### src/rtl/issue_queue.sv
// In-order issue buffer between instruction fetch and the RS/LSB.
// Accepts decoded instructions, allocates a ROB slot and renames rd on
// acceptance, keeps waiting operands up to date by snooping the CDB, and
// dispatches the oldest entry to RS or LSB once that target has room.
module issue_queue #(
  parameter int DEPTH   = 4,
  parameter int PTR_W   = 2,
  parameter int NUM_CDB = 2,
  parameter int OP_LOG  = 6,
  parameter int ROB_LOG = 4,
  parameter logic [OP_LOG-1:0] OP_LB = OP_LOG'(10),
  parameter logic [OP_LOG-1:0] OP_SW = OP_LOG'(17)
) (
  input  logic                       clk,
  input  logic                       rst,
  input  logic                       rdy,
  input  logic                       flush,
  input  logic                       in_valid,
  output logic                       in_ready,
  input  logic [OP_LOG-1:0]          in_op,
  input  logic [31:0]                in_Vj,
  input  logic [31:0]                in_Vk,
  input  logic                       in_Rj,
  input  logic                       in_Rk,
  input  logic [ROB_LOG-1:0]         in_Qj,
  input  logic [ROB_LOG-1:0]         in_Qk,
  input  logic                       rob_full,
  input  logic [ROB_LOG-1:0]         rob_next,
  output logic                       rob_send_enable,
  output logic                       reg_send_enable,
  input  logic [NUM_CDB-1:0]         cdb_valid,
  input  logic [NUM_CDB*ROB_LOG-1:0] cdb_robid,
  input  logic [NUM_CDB*32-1:0]      cdb_value,
  input  logic                       rs_full,
  input  logic                       lsb_full,
  output logic                       rs_send_enable,
  output logic                       lsb_send_enable,
  output logic [OP_LOG-1:0]          out_op,
  output logic [ROB_LOG-1:0]         out_RobId,
  output logic [31:0]                out_Vj,
  output logic [31:0]                out_Vk,
  output logic                       out_Rj,
  output logic                       out_Rk,
  output logic [ROB_LOG-1:0]         out_Qj,
  output logic [ROB_LOG-1:0]         out_Qk
);

  localparam logic [PTR_W:0] FULL_COUNT = (PTR_W+1)'(DEPTH);

  logic [OP_LOG-1:0]  e_op  [DEPTH];
  logic [ROB_LOG-1:0] e_rob [DEPTH];
  logic [31:0]        e_vj  [DEPTH];
  logic [31:0]        e_vk  [DEPTH];
  logic               e_rj  [DEPTH];
  logic               e_rk  [DEPTH];
  logic [ROB_LOG-1:0] e_qj  [DEPTH];
  logic [ROB_LOG-1:0] e_qk  [DEPTH];

  logic [31:0]        snp_vj [DEPTH];
  logic [31:0]        snp_vk [DEPTH];
  logic               snp_rj [DEPTH];
  logic               snp_rk [DEPTH];

  logic [PTR_W-1:0]   head;
  logic [PTR_W-1:0]   tail;
  logic [PTR_W:0]     count;

  logic               enq;
  logic               deq;
  logic               head_lsb;
  logic               target_full;
  logic [32:0]        cap_j;
  logic [32:0]        cap_k;
  logic               new_rj;
  logic               new_rk;
  logic [31:0]        new_vj;
  logic [31:0]        new_vk;

  // Returns {hit, value} for the lowest-numbered CDB channel carrying tag q.
  function automatic logic [32:0] cdb_lookup(
    input logic [ROB_LOG-1:0]         q,
    input logic [NUM_CDB-1:0]         v,
    input logic [NUM_CDB*ROB_LOG-1:0] ids,
    input logic [NUM_CDB*32-1:0]      vals
  );
    logic [32:0] r;
    r = '0;
    for (int i = NUM_CDB - 1; i >= 0; i--) begin
      if (v[i] && (ids[i*ROB_LOG +: ROB_LOG] == q)) r = {1'b1, vals[i*32 +: 32]};
    end
    return r;
  endfunction

  // Handshake, head classification and incoming-operand capture from the CDB.
  always_comb begin
    in_ready        = rdy & ~rst & ~flush & ~rob_full & (count != FULL_COUNT);
    enq             = in_valid & in_ready;
    rob_send_enable = enq;
    reg_send_enable = enq;
    head_lsb        = (e_op[head] >= OP_LB) && (e_op[head] <= OP_SW);
    target_full     = head_lsb ? lsb_full : rs_full;
    deq             = rdy & ~flush & (count != '0) & ~target_full;
    cap_j           = cdb_lookup(in_Qj, cdb_valid, cdb_robid, cdb_value);
    cap_k           = cdb_lookup(in_Qk, cdb_valid, cdb_robid, cdb_value);
    new_rj          = in_Rj | cap_j[32];
    new_rk          = in_Rk | cap_k[32];
    new_vj          = (in_Rj | ~cap_j[32]) ? in_Vj : cap_j[31:0];
    new_vk          = (in_Rk | ~cap_k[32]) ? in_Vk : cap_k[31:0];
  end

  // Per-entry operand view with this cycle's CDB results already folded in.
  always_comb begin
    logic [32:0] hj;
    logic [32:0] hk;
    hj = '0;
    hk = '0;
    for (int k = 0; k < DEPTH; k++) begin
      hj        = cdb_lookup(e_qj[k], cdb_valid, cdb_robid, cdb_value);
      hk        = cdb_lookup(e_qk[k], cdb_valid, cdb_robid, cdb_value);
      snp_rj[k] = e_rj[k] | hj[32];
      snp_rk[k] = e_rk[k] | hk[32];
      snp_vj[k] = (e_rj[k] | ~hj[32]) ? e_vj[k] : hj[31:0];
      snp_vk[k] = (e_rk[k] | ~hk[32]) ? e_vk[k] : hk[31:0];
    end
  end

  // Buffer state, pointers and the registered dispatch payload.
  always_ff @(posedge clk) begin
    if (rst || (rdy && flush)) begin
      head            <= '0;
      tail            <= '0;
      count           <= '0;
      rs_send_enable  <= 1'b0;
      lsb_send_enable <= 1'b0;
      out_op          <= '0;
      out_RobId       <= '0;
      out_Vj          <= '0;
      out_Vk          <= '0;
      out_Rj          <= 1'b0;
      out_Rk          <= 1'b0;
      out_Qj          <= '0;
      out_Qk          <= '0;
    end else if (rdy) begin
      for (int k = 0; k < DEPTH; k++) begin
        e_rj[k] <= snp_rj[k];
        e_rk[k] <= snp_rk[k];
        e_vj[k] <= snp_vj[k];
        e_vk[k] <= snp_vk[k];
      end
      if (enq) begin
        e_op[tail]  <= in_op;
        e_rob[tail] <= rob_next;
        e_qj[tail]  <= in_Qj;
        e_qk[tail]  <= in_Qk;
        e_rj[tail]  <= new_rj;
        e_rk[tail]  <= new_rk;
        e_vj[tail]  <= new_vj;
        e_vk[tail]  <= new_vk;
        tail        <= tail + PTR_W'(1);
      end
      rs_send_enable  <= deq & ~head_lsb;
      lsb_send_enable <= deq & head_lsb;
      if (deq) begin
        out_op    <= e_op[head];
        out_RobId <= e_rob[head];
        out_Qj    <= e_qj[head];
        out_Qk    <= e_qk[head];
        out_Rj    <= snp_rj[head];
        out_Rk    <= snp_rk[head];
        out_Vj    <= snp_vj[head];
        out_Vk    <= snp_vk[head];
        head      <= head + PTR_W'(1);
      end
      case ({enq, deq})
        2'b10:   count <= count + (PTR_W+1)'(1);
        2'b01:   count <= count - (PTR_W+1)'(1);
        default: count <= count;
      endcase
    end
  end

endmodule

### config.mk
export PLATFORM = sky130hd
export DESIGN_NAME = issue_queue
export DESIGN_NICKNAME = d
export VERILOG_FILES = /design/src/rtl/issue_queue.sv
export SDC_FILE = /design/constraint.sdc
export NUM_CORES = 1
export LEC_CHECK = 0
export BUFFER_PORTS_ARGS = -buffer_cell sky130_fd_sc_hd__buf_2
export CAP_MARGIN = 15
export CORE_MARGIN = 2
export CORE_UTILIZATION = 55
export DETAILED_ROUTE_END_ITERATION = 8
export GPL_TIMING_DRIVEN = 0
export PLACE_DENSITY_LB_ADDON = 0.2
export SLEW_MARGIN = 10
export SYNTH_ARGS = -nofsm -noshare
export SYNTH_HDL_FRONTEND = slang
export SYNTH_SLANG_ARGS = --single-unit
### constraint.sdc
create_clock -name clk -period 4.2 [get_ports clk]
set_clock_uncertainty 0.15 [all_clocks]
set_input_delay 0.21 -clock clk [delete_from_list [all_inputs] [get_ports clk]]
set_output_delay 0.21 -clock clk [all_outputs]
set_load 0.1 [all_outputs]
; Yosys cells after proc, flatten, opt, wreduce, memory -nomap -nowiden
; Memory sizes are Yosys's and may differ from the RTL's. A register that Yosys moved wholly into a read port is not among the register bits.
; Cells that the tools add are included.
[classes]
add_sub_neg = 4
n_lt_le_gt_ge = 3
n_eq_ne = 23
mux = 53
bitwise = 46
n_reduce_logical = 28
[op_table]
columns = operator, n
row1 = $mux W33, 20
row2 = $mux W32, 14
row3 = $bmux W32 S2, 2
row4 = $eq A4 B4 Y1, 20
row5 = $logic_and A1 B1 Y1, 22
row6 = $or A1 B1 Y1, 20
row7 = $not A1 Y1, 15
row8 = $mux W1, 12
row9 = $and A1 B1 Y1, 10
row10 = $ge A6 B4 Y1 const B, 1
row11 = $le A6 B5 Y1 const B, 1
row12 = $pmux W3 S2, 1
row13 = $reduce_and A2 Y1, 3
row14 = $add A2 B1 Y2 const B, 2
row15 = $bmux W1 S2, 2
row16 = $mux W2, 2
row17 = $add A3 B1 Y3 const B, 1
row18 = $ge A3 B3 Y1 const B, 1
row19 = $ne A3 B3 Y1 const B, 1
row20 = $not A2 Y3, 1
row21 = $reduce_bool A3 Y1, 1
row22 = $sub A3 B1 Y3 const B, 1
row23 = $eq A2 B1 Y1 const B, 1
row24 = $eq A2 B2 Y1 const B, 1
row25 = 2 further kinds, 2
[word_totals]
ff_bits = 81
ramBits = 336
input_bits = 166
out_inout_bits = 89
word_cells = 175
n_memories = 8
[memory_table]
columns = name, words, word_bits, rd, rd_ports_with_merged_regs, write_ports, line
row1 = e_vj, 4, 32, 4, 0, 5, 52  ; logic [31:0] e_vj [DEPTH];
row2 = e_vk, 4, 32, 4, 0, 5, 53  ; logic [31:0] e_vk [DEPTH];
row3 = e_op, 4, 6, 1, 1, 1, 50  ; logic [OP_LOG-1:0] e_op [DEPTH];
row4 = e_qj, 4, 4, 5, 1, 1, 56  ; logic [ROB_LOG-1:0] e_qj [DEPTH];
row5 = e_qk, 4, 4, 5, 1, 1, 57  ; logic [ROB_LOG-1:0] e_qk [DEPTH];
row6 = e_rob, 4, 4, 1, 1, 1, 51  ; logic [ROB_LOG-1:0] e_rob [DEPTH];
row7 = 2 more memories, n/a, n/a, n/a, n/a, n/a, n/a

; Logic depth before layout (Yosys ltp)
[depth]
word_depth = 10
ltp_mapped = 15
mapped_depth_nobuf = 13

; Worst setup path before layout
; Ideal clock, no wire load.
[synth_timing]
kind = input to register
startpoint = in flush
endpoint = mem e_op[2][0] (enable)
setup_ns = 0.373
t_arrival_ns = 7.290
required_ns = 3.677
slack_ns = -3.613
cell_stages = 8
n_path_buf = 3
cell_sequence = nand2b_1 > a2111oi_0 > and2_1 > buf_2 > nand2_1 > buf_2 > buf_1 > inv_1
[synth_between]
elab_chain_len = 9
elab_cells_between_ends = 11
classes_between = mux: 4 / bitwise: 5 / reduce/logical: 2
[synth_lines]
columns = item, line
row1 = start: declaration, 17  ; input logic flush,
row2 = $not A1 Y1, 96  ; in_ready = rdy & ~rst & ~flush & ~rob_full & (count != FULL_COUNT);
row3 = $and A1 B1 Y1 (3 in a row), 96
row4 = net in_ready, 19  ; output logic in_ready,
row5 = $and A1 B1 Y1, 97  ; enq = in_valid & in_ready;
row6 = net reg_send_enable, 30  ; output logic reg_send_enable,
row7 = $mux W1, 150  ; if (enq) begin
row8 = $mux W1, 143  ; end else if (rdy) begin
row9 = $mux W1, 129  ; if (rst || (rdy && flush)) begin
row10 = $mux W1 (not written as such), 151  ; e_op[tail] <= in_op;
row11 = end: declaration, 50
; The timed path passes the listed nets, and every way through them passes these cells.

; Final worst setup path
[layout_timing]
startpoint = in rdy
endpoint = mem e_op[3][5] (enable)
[layout_between]
elab_chain_len = 9
elab_cells_between_ends = 11
classes_between = mux: 4 / bitwise: 5 / reduce/logical: 2
[layout_lines]
columns = item, line
row1 = start: declaration, 16  ; input logic rdy,
row2 = $and A1 B1 Y1 (4 in a row), 96
row3 = $and A1 B1 Y1, 97
row4 = $mux W1, 150
row5 = $mux W1, 143
row6 = $mux W1 *, 129
row7 = $mux W1 (not written as such) *, 151
; Every way passes the cells marked *; elsewhere a longest branch is shown, timed or not.

==> results_dict.tcl <==
set metrics [dict create \
    status "finished, violations left" \
    violations "negative setup slack" \
    synth_cell_type_count 53 \
    grt_pass1_vias 23576 \
    yosys_register_bits 431 \
    grt_pass1_wl_microns 150800 \
    vias 24113 \
    synth_common_cells "mux2i_1, edfxtp_1, clkbuf_1, nor2_1, a21oi_1" \
    worstMarginPinSlew_ns 1.269 \
    route.detailed.drc 0 \
    io_buffers 182 \
    critPathKind "primary input to flip-flop" \
    ys_dominant_reg_cell "edfxtp_1" \
    arrival_ns 4.27 \
    coreArea_sq_mm 0.04765 \
    area_growth_pct 15.59 \
    crit_required_ns 4.21 \
    finalSetupViolations 18 \
    syn_nets 2685 \
    clk_latency_ns 0.61 \
    yosys-top-cells-area "edfxtp_1, mux2i_1, dfxtp_1" \
    initial_utilization 0.5566 \
    viasPerCell 6.943 \
    min-delay-path-class "primary input to flip-flop" \
    ioPinCount 255 \
    maxCapViolCount 0 \
    synth.most_common_cell "mux2i_1" \
    max_freq_mhz 234.9 \
    clkSlewWorstSetupHoldPaths_ns 0.06 \
    synthArstFlopShare 0 \
    wl_met2_microns 46500 \
    cts_setup_buffers 0 \
    setup_tns_ns -0.7823 \
    clock_sink_count 431 \
    gr-total-overflow 0 \
    die_x_microns 223.6 \
    stdcell_count 3473 \
    cts_root_buffer "clkbuf_16" \
    routed.top_layer "met5" \
    ys_seq_area_frac 0.4522 \
    slew_viol_final 0 \
    power_leakage_uw 0.01159 \
    numCtsBuffers 49 \
    cts_tree "yes" \
    rsz0062_at_grt "false" \
    synth_edf_count 336 \
    synth_area_sq_mm 0.02652 \
    dr_wl_met3_microns 12970 \
    postSynthCellCount 2513 \
    num-nets-final 2984 \
    avgSynthCellArea_sq_um 10.55 \
    ant_nets 0 \
    m1WireLength_microns 38960 \
    grt_max_degree 26 \
    power.density_mw_per_mm2 332.5 \
    period_needed_ns 4.258 \
    dr.first_iter.drc_count 3466 \
    synth.largest_area_cell "edfxtp_1" \
    ctsHtreeMaxLevel 2 \
    grt_use_total 0.4059 \
    fp-row-count 80 \
    dieArea_sq_mm 0.04999 \
    worst_slack_ns -0.05756 \
    die_y_microns 223.6 \
    setup.worst_path.end_class "flip-flop" \
    slew_headroom 0.1540 \
    routed_wl_microns 104000 \
    fin_crit_sh 1.014 \
    gp_congestion 0.9908 \
    antenna_found_initial 5 \
    first_pass_iters 6 \
    ir_worst_vdd_mv 0.3208 \
    placed_cells 3322 \
    crit_fanout 18 \
    start_kind "primary input" \
    drive_above_1_share 0.1736 \
    synth_top_area_frac 0.3805 \
    dp_hpwl_microns 72200 \
    ys_warn_count 0 \
    hold_viol_final 0 \
    cts_buffer_depth 3 \
    avgRoutedWirePerCell_microns 29.95 \
]
worst paths after layout:
path	cells after the start	to	start	slack, ns
min reg2reg	1	out_Vj[3]	out_Vj[3]	0.31
max	10	e_op[3][5]	rdy	-0.06
min	4	e_vj[3][19]	in_Vj[19]	0.02
max reg2reg	8	e_op[3][5]	count[0]	0.16
area by class of cell:
| class | instances | area [sq um] |
|---|---|---|
| Antenna cell | 6 | 15.01 |
| Multi-Input combinational cell | 1772 | 13340 |
| Clock buffer | 71 | 1410 |
| Sequential cell | 431 | 11990 |
| Clock inverter | 20 | 156.4 |
| Timing Repair Buffer | 250 | 1737 |
| Tap cell | 615 | 769.5 |
| Fill cell | 3904 | 16990 |
| Inverter | 18 | 68.82 |
| Buffer | 290 | 1166 |
routing by layer:
layer  global-route usage  vias up
met4               0.2183        2
met5                    0        -
li1                     -    10147
met3              0.09103      373
met2               0.6254     1849
met1               0.5354    11742
metrics by stage:
step	utilization	setup slack, ns	total power [uW]	hold slack, ns	cell area [sq um]
global route	0.6433	0.03132	10380	0.04683	30650
global placement	0.5922	-2.475	5827	0.2721	28220
finish	0.6434	-0.05756	10190	0.01712	30650
CTS	0.6431	0.03186	10110	0.006225	30640
floorplan	-	0.1567	5454	0.1589	26540
detailed placement	0.5984	-0.09201	5865	0.2841	28510
report_power, final:
group | switching, uW | internal [uW] | total [uW]
Clock | 1870 | 2450 | 4320
Combinational | 785 | 395 | 1180
Sequential | 21.2 | 4670 | 4690
kinds of logic (layout without fill, tap and decap cells):
family	count (synthesis)	count (layout)	share of synthesized area
compound gates	676	676	0.1693
xor+xnor	85	85	0.02807
fa+ha+maj	6	6	0.003114
buf+inv	310	649	0.04681
flops	431	431	0.4522
mux	556	556	0.2282
other cells	0	6	0
simple gates	449	449	0.07233
what timing repair did:
action	in CTS	in global routing
endpoints found under the hold margin	217	0
setup endpoints to repair	0	21
resized for setup	0	4
hold buffers	56	0
sequential cells by signal (all words and copies together) (netlist names), 3 cells and up, named ones only:
| register | flops |
|---|---|
| e_rk | 4 |
| e_rob | 16 |
| out_Qj | 4 |
| e_vk | 128 |
| count | 3 |
| out_Vj | 32 |
| out_op | 6 |
| out_Vk | 32 |
| e_vj | 128 |
| e_op | 24 |
| e_rj | 4 |
| e_qk | 16 |
| out_RobId | 4 |
| out_Qk | 4 |
| e_qj | 16 |
cells in the final DEF (no fill, tap or decap), types with 20 or more instances in the layout:
| cell type | Yosys | final |
|---|---|---|
| a221oi_1 | 92 | 92 |
| buf_2 | 38 | 219 |
| clkbuf_16 | 0 | 50 |
| a21oi_1 | 171 | 171 |
| a31oi_1 | 61 | 61 |
| o2bb2ai_1 | 33 | 33 |
| mux2i_1 | 348 | 348 |
| mux4_2 | 20 | 20 |
| a22o_1 | 33 | 33 |
| xor2_1 | 43 | 43 |
| nand3_1 | 78 | 78 |
| dfxtp_1 | 95 | 95 |
| o21ai_0 | 164 | 164 |
| o22a_1 | 32 | 32 |
| clkbuf_1 | 205 | 217 |
| mux2_1 | 36 | 36 |
| dlygate4sd3_1 | 0 | 56 |
| nor2_1 | 205 | 201 |
| a32o_1 | 33 | 33 |
| a22oi_1 | 33 | 33 |
| nand2_1 | 117 | 117 |
| buf_1 | 41 | 40 |
| edfxtp_1 | 336 | 336 |
| mux2_2 | 152 | 152 |
| xnor2_1 | 42 | 42 |
worst max-delay path: stages:
cell and delay (ns):
dlygate4sd3_1 0.55, buf_2 0.15, nand2b_1 0.43, a2111oi_4 0.12, and2_1 0.20, buf_2 0.18
nand2_1 0.48, buf_2 0.45, buf_1 0.75, inv_1 0.71
Note: power is estimated with default switching activity, not from simulation.
